--- src/rtl/xgmii_tx_encoder_if.sv ---
// AXI-Stream ingress and XGMII egress bundle of the TX encoder.
// The slave modport is the encoder's view; the master modport is the upstream/bus-tap side.
interface xgmii_tx_encoder_if;
    logic [63:0] saxis_tdata;
    logic        saxis_tvalid;
    logic        saxis_tready;
    logic [7:0]  saxis_tkeep;
    logic        saxis_tlast;
    logic        saxis_tuser;
    logic [63:0] xgmii_txd;
    logic [7:0]  xgmii_txc;
    logic        tx_underrun;
    logic        tx_frame_done;

    modport master (
        output saxis_tdata, saxis_tvalid, saxis_tkeep, saxis_tlast, saxis_tuser,
        input  saxis_tready, xgmii_txd, xgmii_txc, tx_underrun, tx_frame_done
    );

    modport slave (
        input  saxis_tdata, saxis_tvalid, saxis_tkeep, saxis_tlast, saxis_tuser,
        output saxis_tready, xgmii_txd, xgmii_txc, tx_underrun, tx_frame_done
    );
endinterface

--- src/rtl/xgmii_tx_encoder.sv ---
// Final TX MAC stage: frames AXI-Stream beats onto the 64-bit XGMII bus with
// /S/ /T/ /E/ /I/ insertion, minimum inter-frame gap and underrun abort.
module xgmii_tx_encoder #(
    parameter int unsigned IFG_BYTES = 12
) (
    input  logic              clock,
    input  logic              aresetn,
    xgmii_tx_encoder_if.slave bus
);
    localparam logic [7:0]  CH_S      = 8'hFB;
    localparam logic [7:0]  CH_T      = 8'hFD;
    localparam logic [7:0]  CH_E      = 8'hFE;
    localparam logic [63:0] IDLE_WORD = {8{8'h07}};
    localparam logic [63:0] ERR_WORD  = {8{8'hFE}};
    localparam logic [63:0] TERM_WORD = {{7{8'h07}}, CH_T};

    typedef enum logic [2:0] {IDLE, DATA, TERM, ERR_TERM, ABORT} state_t;

    state_t      state_q, state_d;
    logic [3:0]  ifg_q, ifg_d;
    logic        last_seen_q, last_seen_d;
    logic [63:0] txd_q, txd_d;
    logic [7:0]  txc_q, txc_d;
    logic        underrun_q, underrun_d;
    logic        done_q, done_d;
    logic        tready;
    logic        accept;
    int unsigned nbytes;

    // Full idle words still owed after a /T/ whose word carries term_bytes of gap.
    function automatic logic [3:0] gap_words(input int unsigned term_bytes);
        int unsigned w;
        w = 0;
        if (IFG_BYTES > term_bytes) w = (IFG_BYTES - term_bytes + 7) / 8;
        return 4'(w);
    endfunction

    always_comb begin
        nbytes = 0;
        for (int unsigned i = 0; i < 8; i++)
            if (bus.saxis_tkeep[i]) nbytes = nbytes + 1;
    end

    always_comb begin
        tready = 1'b0;
        case (state_q)
            IDLE:        tready = (ifg_q == '0);
            DATA, ABORT: tready = 1'b1;
            default:     tready = 1'b0;
        endcase
    end

    assign accept           = bus.saxis_tvalid & tready;
    assign bus.saxis_tready = tready & aresetn;

    always_comb begin
        state_d     = state_q;
        ifg_d       = (ifg_q != '0) ? ifg_q - 4'd1 : '0;
        last_seen_d = last_seen_q;
        txd_d       = IDLE_WORD;
        txc_d       = '1;
        underrun_d  = 1'b0;
        done_d      = 1'b0;
        case (state_q)
            IDLE: begin
                if (accept) begin
                    txd_d       = {bus.saxis_tdata[63:8], CH_S};
                    txc_d       = 8'h01;
                    last_seen_d = bus.saxis_tlast;
                    state_d     = DATA;
                end
            end
            DATA: begin
                if (!bus.saxis_tvalid) begin
                    txd_d      = ERR_WORD;
                    underrun_d = 1'b1;
                    state_d    = ERR_TERM;
                end else if (!bus.saxis_tlast) begin
                    txd_d = bus.saxis_tdata;
                    txc_d = '0;
                end else begin
                    // Lanes past /T/ keep the idle default.
                    for (int unsigned i = 0; i < 8; i++) begin
                        if (i < nbytes) begin
                            txd_d[8*i +: 8] = bus.saxis_tuser ? CH_E : bus.saxis_tdata[8*i +: 8];
                            txc_d[i]        = bus.saxis_tuser;
                        end else if (i == nbytes) begin
                            txd_d[8*i +: 8] = CH_T;
                        end
                    end
                    if (nbytes == 8) begin
                        state_d = TERM;
                    end else begin
                        done_d  = 1'b1;
                        ifg_d   = gap_words(8 - nbytes);
                        state_d = IDLE;
                    end
                end
            end
            TERM: begin
                txd_d   = TERM_WORD;
                done_d  = 1'b1;
                ifg_d   = gap_words(8);
                state_d = IDLE;
            end
            ERR_TERM: begin
                txd_d   = TERM_WORD;
                ifg_d   = gap_words(8);
                state_d = last_seen_q ? IDLE : ABORT;
            end
            ABORT: begin
                if (accept && bus.saxis_tlast) state_d = IDLE;
            end
            default: state_d = IDLE;
        endcase
    end

    always_ff @(posedge clock or negedge aresetn) begin
        if (!aresetn) begin
            state_q     <= IDLE;
            ifg_q       <= '0;
            last_seen_q <= 1'b0;
            txd_q       <= IDLE_WORD;
            txc_q       <= '1;
            underrun_q  <= 1'b0;
            done_q      <= 1'b0;
        end else begin
            state_q     <= state_d;
            ifg_q       <= ifg_d;
            last_seen_q <= last_seen_d;
            txd_q       <= txd_d;
            txc_q       <= txc_d;
            underrun_q  <= underrun_d;
            done_q      <= done_d;
        end
    end

    assign bus.xgmii_txd     = txd_q;
    assign bus.xgmii_txc     = txc_q;
    assign bus.tx_underrun   = underrun_q;
    assign bus.tx_frame_done = done_q;
endmodule

--- src/flat_wrapper.sv ---
// flat-port wrapper written by rule: the top's interface ports become plain ports
module xgmii_tx_encoder_flat 
#(
    parameter int unsigned IFG_BYTES = 12
)
  (clock, aresetn, bus_saxis_tdata, bus_saxis_tvalid, bus_saxis_tkeep, bus_saxis_tlast, bus_saxis_tuser, bus_saxis_tready, bus_xgmii_txd, bus_xgmii_txc, bus_tx_underrun, bus_tx_frame_done);
  xgmii_tx_encoder_if bus_i ();
  input  logic clock;
  input  logic aresetn;
  input wire logic [$bits(bus_i.saxis_tdata)-1:0] bus_saxis_tdata;
  input wire logic [$bits(bus_i.saxis_tvalid)-1:0] bus_saxis_tvalid;
  input wire logic [$bits(bus_i.saxis_tkeep)-1:0] bus_saxis_tkeep;
  input wire logic [$bits(bus_i.saxis_tlast)-1:0] bus_saxis_tlast;
  input wire logic [$bits(bus_i.saxis_tuser)-1:0] bus_saxis_tuser;
  output wire logic [$bits(bus_i.saxis_tready)-1:0] bus_saxis_tready;
  output wire logic [$bits(bus_i.xgmii_txd)-1:0] bus_xgmii_txd;
  output wire logic [$bits(bus_i.xgmii_txc)-1:0] bus_xgmii_txc;
  output wire logic [$bits(bus_i.tx_underrun)-1:0] bus_tx_underrun;
  output wire logic [$bits(bus_i.tx_frame_done)-1:0] bus_tx_frame_done;
  assign bus_i.saxis_tdata = bus_saxis_tdata;
  assign bus_i.saxis_tvalid = bus_saxis_tvalid;
  assign bus_i.saxis_tkeep = bus_saxis_tkeep;
  assign bus_i.saxis_tlast = bus_saxis_tlast;
  assign bus_i.saxis_tuser = bus_saxis_tuser;
  assign bus_saxis_tready = bus_i.saxis_tready;
  assign bus_xgmii_txd = bus_i.xgmii_txd;
  assign bus_xgmii_txc = bus_i.xgmii_txc;
  assign bus_tx_underrun = bus_i.tx_underrun;
  assign bus_tx_frame_done = bus_i.tx_frame_done;
  xgmii_tx_encoder #(.IFG_BYTES(IFG_BYTES)) u_core (.clock(clock), .aresetn(aresetn), .bus(bus_i));
endmodule
--- config.mk ---
export PLATFORM = sky130hd
export DESIGN_NAME = xgmii_tx_encoder_flat
export DESIGN_NICKNAME = d
export VERILOG_FILES = /design/src/rtl/xgmii_tx_encoder_if.sv /design/src/rtl/xgmii_tx_encoder.sv /design/src/flat_wrapper.sv
export SDC_FILE = /design/constraint.sdc
export NUM_CORES = 1
export LEC_CHECK = 0
export CAP_MARGIN = 20
export CORE_ASPECT_RATIO = 2
export CORE_MARGIN = 8
export CORE_UTILIZATION = 50
export DETAILED_ROUTE_END_ITERATION = 8
export PLACE_DENSITY = 0.88
export SLEW_MARGIN = 25
export SYNTH_ARGS = -nofsm -noshare
export SYNTH_HDL_FRONTEND = slang
export SYNTH_SLANG_ARGS = --single-unit
--- constraint.sdc ---
create_clock -name clock -period 4.72 [get_ports clock]
set_input_delay 1.416 -clock clock [delete_from_list [all_inputs] [get_ports clock]]
set_output_delay 1.416 -clock clock [all_outputs]
set_load 0.005 [all_outputs]
==> results.md <==
- Hold Path Depth: 1
- Hold Crit Class: reg2reg
- Worst reg2reg path depth: 7
- Setup violators final: 78
- Status: finished with violations
- Area growth syn-to-layout: 71.2%
- Detailed Place HPWL: 14.0 mm
- Syn avg cell area: 10.3 um2
- Worst Clk Skew: 7.48 ps
- Critical Path Start Type: input pin
- Synth Flop Type: dfrtp_1
- Max-cap violations: 0
- DRC errors left: 0
- CTS sink cnt: 82
- Post-route ant nets: 0
- Yosys reg bits: 82
- Max_slew headroom: 0.491
- Io pins: 152
- Root Buffer: clkbuf_16
- CTS Buf Count: 9
- # placed instances: 766
- Largest stage delay, worst path: 350 ps
- H-tree levels: 3
- Routed WL per cell: 27.7 um
- Final cell count without fillers: 801
- DR iter-0 viols: 514
- Ys async rst share: 1.00
- Post-Syn Area: 4630 um2
- R2R setup slack: 1850 ps
- Antenna Cells: 0
- CTS tree: done
- Max Freq: 189 MHz
- CP Buf/Inv Count: 5
- Total core area: 9010 um2
- Initial core utilization: 0.514
- Final Power: 4.90 mW
- Horiz. Die Dim: 84.1 um
- Layout cells sized above 1: 0.402
- Setup CP Type: in2reg
- Number of synthesized flops with an enable pin: 0
- Cells after Synth: 450
- Final worst slack: -561 ps
- Cell family with most CP delay: simple AND/OR/NAND/NOR gates
- Layout net count: 782
- CP Max Fanout: 5
- Chip Height: 152 um
- Hold Crit Start: u_core.ifg_q[3]$_DFF_PN0_
- DR vias: 5251
- Row cnt: 49
- Crit-path slowest cell: xnor3_2
- First-pass GRT wire length: 31.3 mm
- Reg2reg start: u_core.state_q[1]$_DFFE_PN0P_
- Leakage: 3.41 nW
- Antenna violations before repair: 0
- Drt pass-1 iters: 5
- CP Data Arrival Time: 5550 ps
- Worst endpoint required time: 4990 ps
- Final worst path period need: 5280 ps
- Post-synthesis cell type count: 88
- R2r endpoint: u_core.bus.xgmii_txd[23]$_DFF_PN0_
- WL final: 22.2 mm
- Syn nets: 538
- Die footprint: 12800 um2
- Worst path most repeated cell: ha_4
- Least-Margin Pin Slew: 763 ps
- Pwr Density: 618 nW/um2
- Final Max Tran Viols: 0
- Largest net degree at the start of global routing: 83
- Mean number of vias per cell: 6.56
- Yosys warns: 0
- Clock tree buffer depth: 2
- Crit share post-route: 1.12
- Clk pin slew, worst setup/hold paths: 60 ps
- Overall Global Routing Usage: 0.313
- Placer Congestion: 0.980
- Peak supply drop: 0.369 mV
- Hold Violations, Final: 0
- Failing checks: setup timing
- Sequential fraction of the synthesis area: 0.452
- Clk_lat worst skew: 340 ps
- WHS Endpoint: u_core.ifg_q[3]$_DFF_PN0_
- PortBufs: 151
- Vias in the first global route: 5617
- Unrepaired setup endpoints after global routing: true
- Congestion Overflow GR: 0
- Worst Setup End Kind: flip-flop
==> sequential cells by signal, indices dropped and copies added, names as in the netlist <==
register                  count
u_core.bus.xgmii_txd         64
u_core.bus.tx_frame_done      1
u_core.state_q                3
u_core.ifg_q                  4
u_core.bus.tx_underrun        1
u_core.last_seen_q            1
u_core.bus.xgmii_txc          8
==> cell usage in the layout (no fill, tap or decap), types with 11 or more instances in the layout <==
cell / Yosys / final
dfstp_2: 32 / 32
o31a_1: 11 / 11
buf_4: 4 / 86
buf_6: 4 / 17
nand2_1: 40 / 31
dfrtp_1: 50 / 50
o21ai_1: 16 / 16
nor2_1: 37 / 28
a21oi_2: 0 / 16
clkdlybuf4s50_1: 0 / 145
inv_1: 17 / 14
nand3_1: 16 / 14
==> cells in the mapped netlist (all sizes together), types with 3 or more instances <==
cell     n  share of area
a211o    8          0.015
a211oi   5          0.011
a21o     8          0.013
a21oi   23          0.025
a221o    5          0.011
a22o     5         0.0095
a311oi   3         0.0084
a31o     3         0.0057
a31oi    9          0.015
and2     7          0.010
and3     5         0.0068
buf     11          0.019
clkbuf  10         0.0081
dfrtp   50           0.27
dfstp   32           0.18
ha      11          0.030
inv     18          0.015
mux2i    4         0.0095
nand2   42          0.036
nand3   16          0.017
nand4    4         0.0068
nand4b   3         0.0057
nor2    37          0.030
nor2b    3         0.0041
nor3    11          0.019
nor4     3         0.0086
o21ai   33          0.036
o31a    11          0.021
o31ai    3         0.0078
or2      6         0.0081
or3      3         0.0041
xnor2   13          0.032
xor2     3         0.0097
==> worst max path at each step <==
| stage | startpoint | to | slack, ps | cells past startpoint |
|---|---|---|---|---|
| after floorplan | bus_saxis_tkeep[2] | u_core.bus.xgmii_txd[52]$_DFF_PN0_ | -590 | 21 |
| after global placement | bus_saxis_tkeep[0] | u_core.bus.xgmii_txd[58]$_DFF_PN1_ | -1280 | 25 |
| after detailed placement | bus_saxis_tkeep[0] | u_core.bus.xgmii_txd[63]$_DFF_PN0_ | -1450 | 26 |
| after CTS | bus_saxis_tkeep[0] | u_core.bus.xgmii_txd[19]$_DFF_PN0_ | -400 | 23 |
| after global routing | bus_saxis_tkeep[0] | u_core.bus.xgmii_txd[21]$_DFF_PN0_ | -610 | 27 |
| final | bus_saxis_tkeep[0] | u_core.bus.xgmii_txd[24]$_DFF_PN1_ | -560 | 26 |
==> layer usage <==
| layer | GRT usage | part of all wire | vias to the layer above |
|---|---|---|---|
| met1 | 0.272 | 0.30 | 2535 |
| met5 | 0 | 0 | - |
| met2 | 0.576 | 0.54 | 410 |
| met4 | 0.249 | 0.089 | 0 |
| li1 | - | - | 2148 |
| met3 | 0.0760 | 0.076 | 158 |
==> kinds of logic after synthesis <==
family,synth area share
other cells,0.000809
compound gates,0.233
mux,0.0119
simple gates,0.178
buf+inv,0.0429
fa+ha+maj,0.0297
xor+xnor,0.0519
flops,0.452
==> area by class of cell <==
type,count,area [um2]
multi-input combinational,328,3010
timing repair buffer,254,2360
sequential,82,2090
fill,387,1080
clock buffer,10,229
tap,102,128
inverter,19,78.8
clock inverter,6,35.0
==> power breakdown <==
part | total (mW) | internal, mW | switching, mW | leakage, nW
Combinational | 3.06 | 1.46 | 1.60 | 2.31
Sequential | 1.20 | 1.06 | 0.138 | 0.975
Clock | 0.644 | 0.353 | 0.292 | 0.128
Total | 4.90 | 2.88 | 2.03 | 3.41
==> what timing repair did <==
| item | CTS | global route |
|---|---|---|
| setup buffers | 18 | 4 |
| pin swaps | 60 | 29 |
| hold buffers | 0 | 0 |
| gates resized for setup | 100 | 36 |
| endpoints found under the setup margin | 78 | 78 |
==> per-stage QoR <==
| stage | worst slack (ps) | hold WS (ps) | utilization | setup TNS, ps | area (um2) |
|---|---|---|---|---|---|
| 3_5_place_dp | -1450 | 474 | 0.774 | -103730 | 6980 |
| 4_1_cts | -401 | 507 | 0.856 | -21960 | 7710 |
| 3_3_place_gp | -1280 | 463 | 0.774 | -89360 | 6980 |
| 2_1_floorplan | -594 | 441 | - | -38160 | 4860 |
| 5_1_grt | -613 | 591 | 0.880 | -39320 | 7930 |
| 6_report | -561 | 558 | 0.880 | -34230 | 7930 |
No activity file was read; power rests on OpenSTA's default activity.
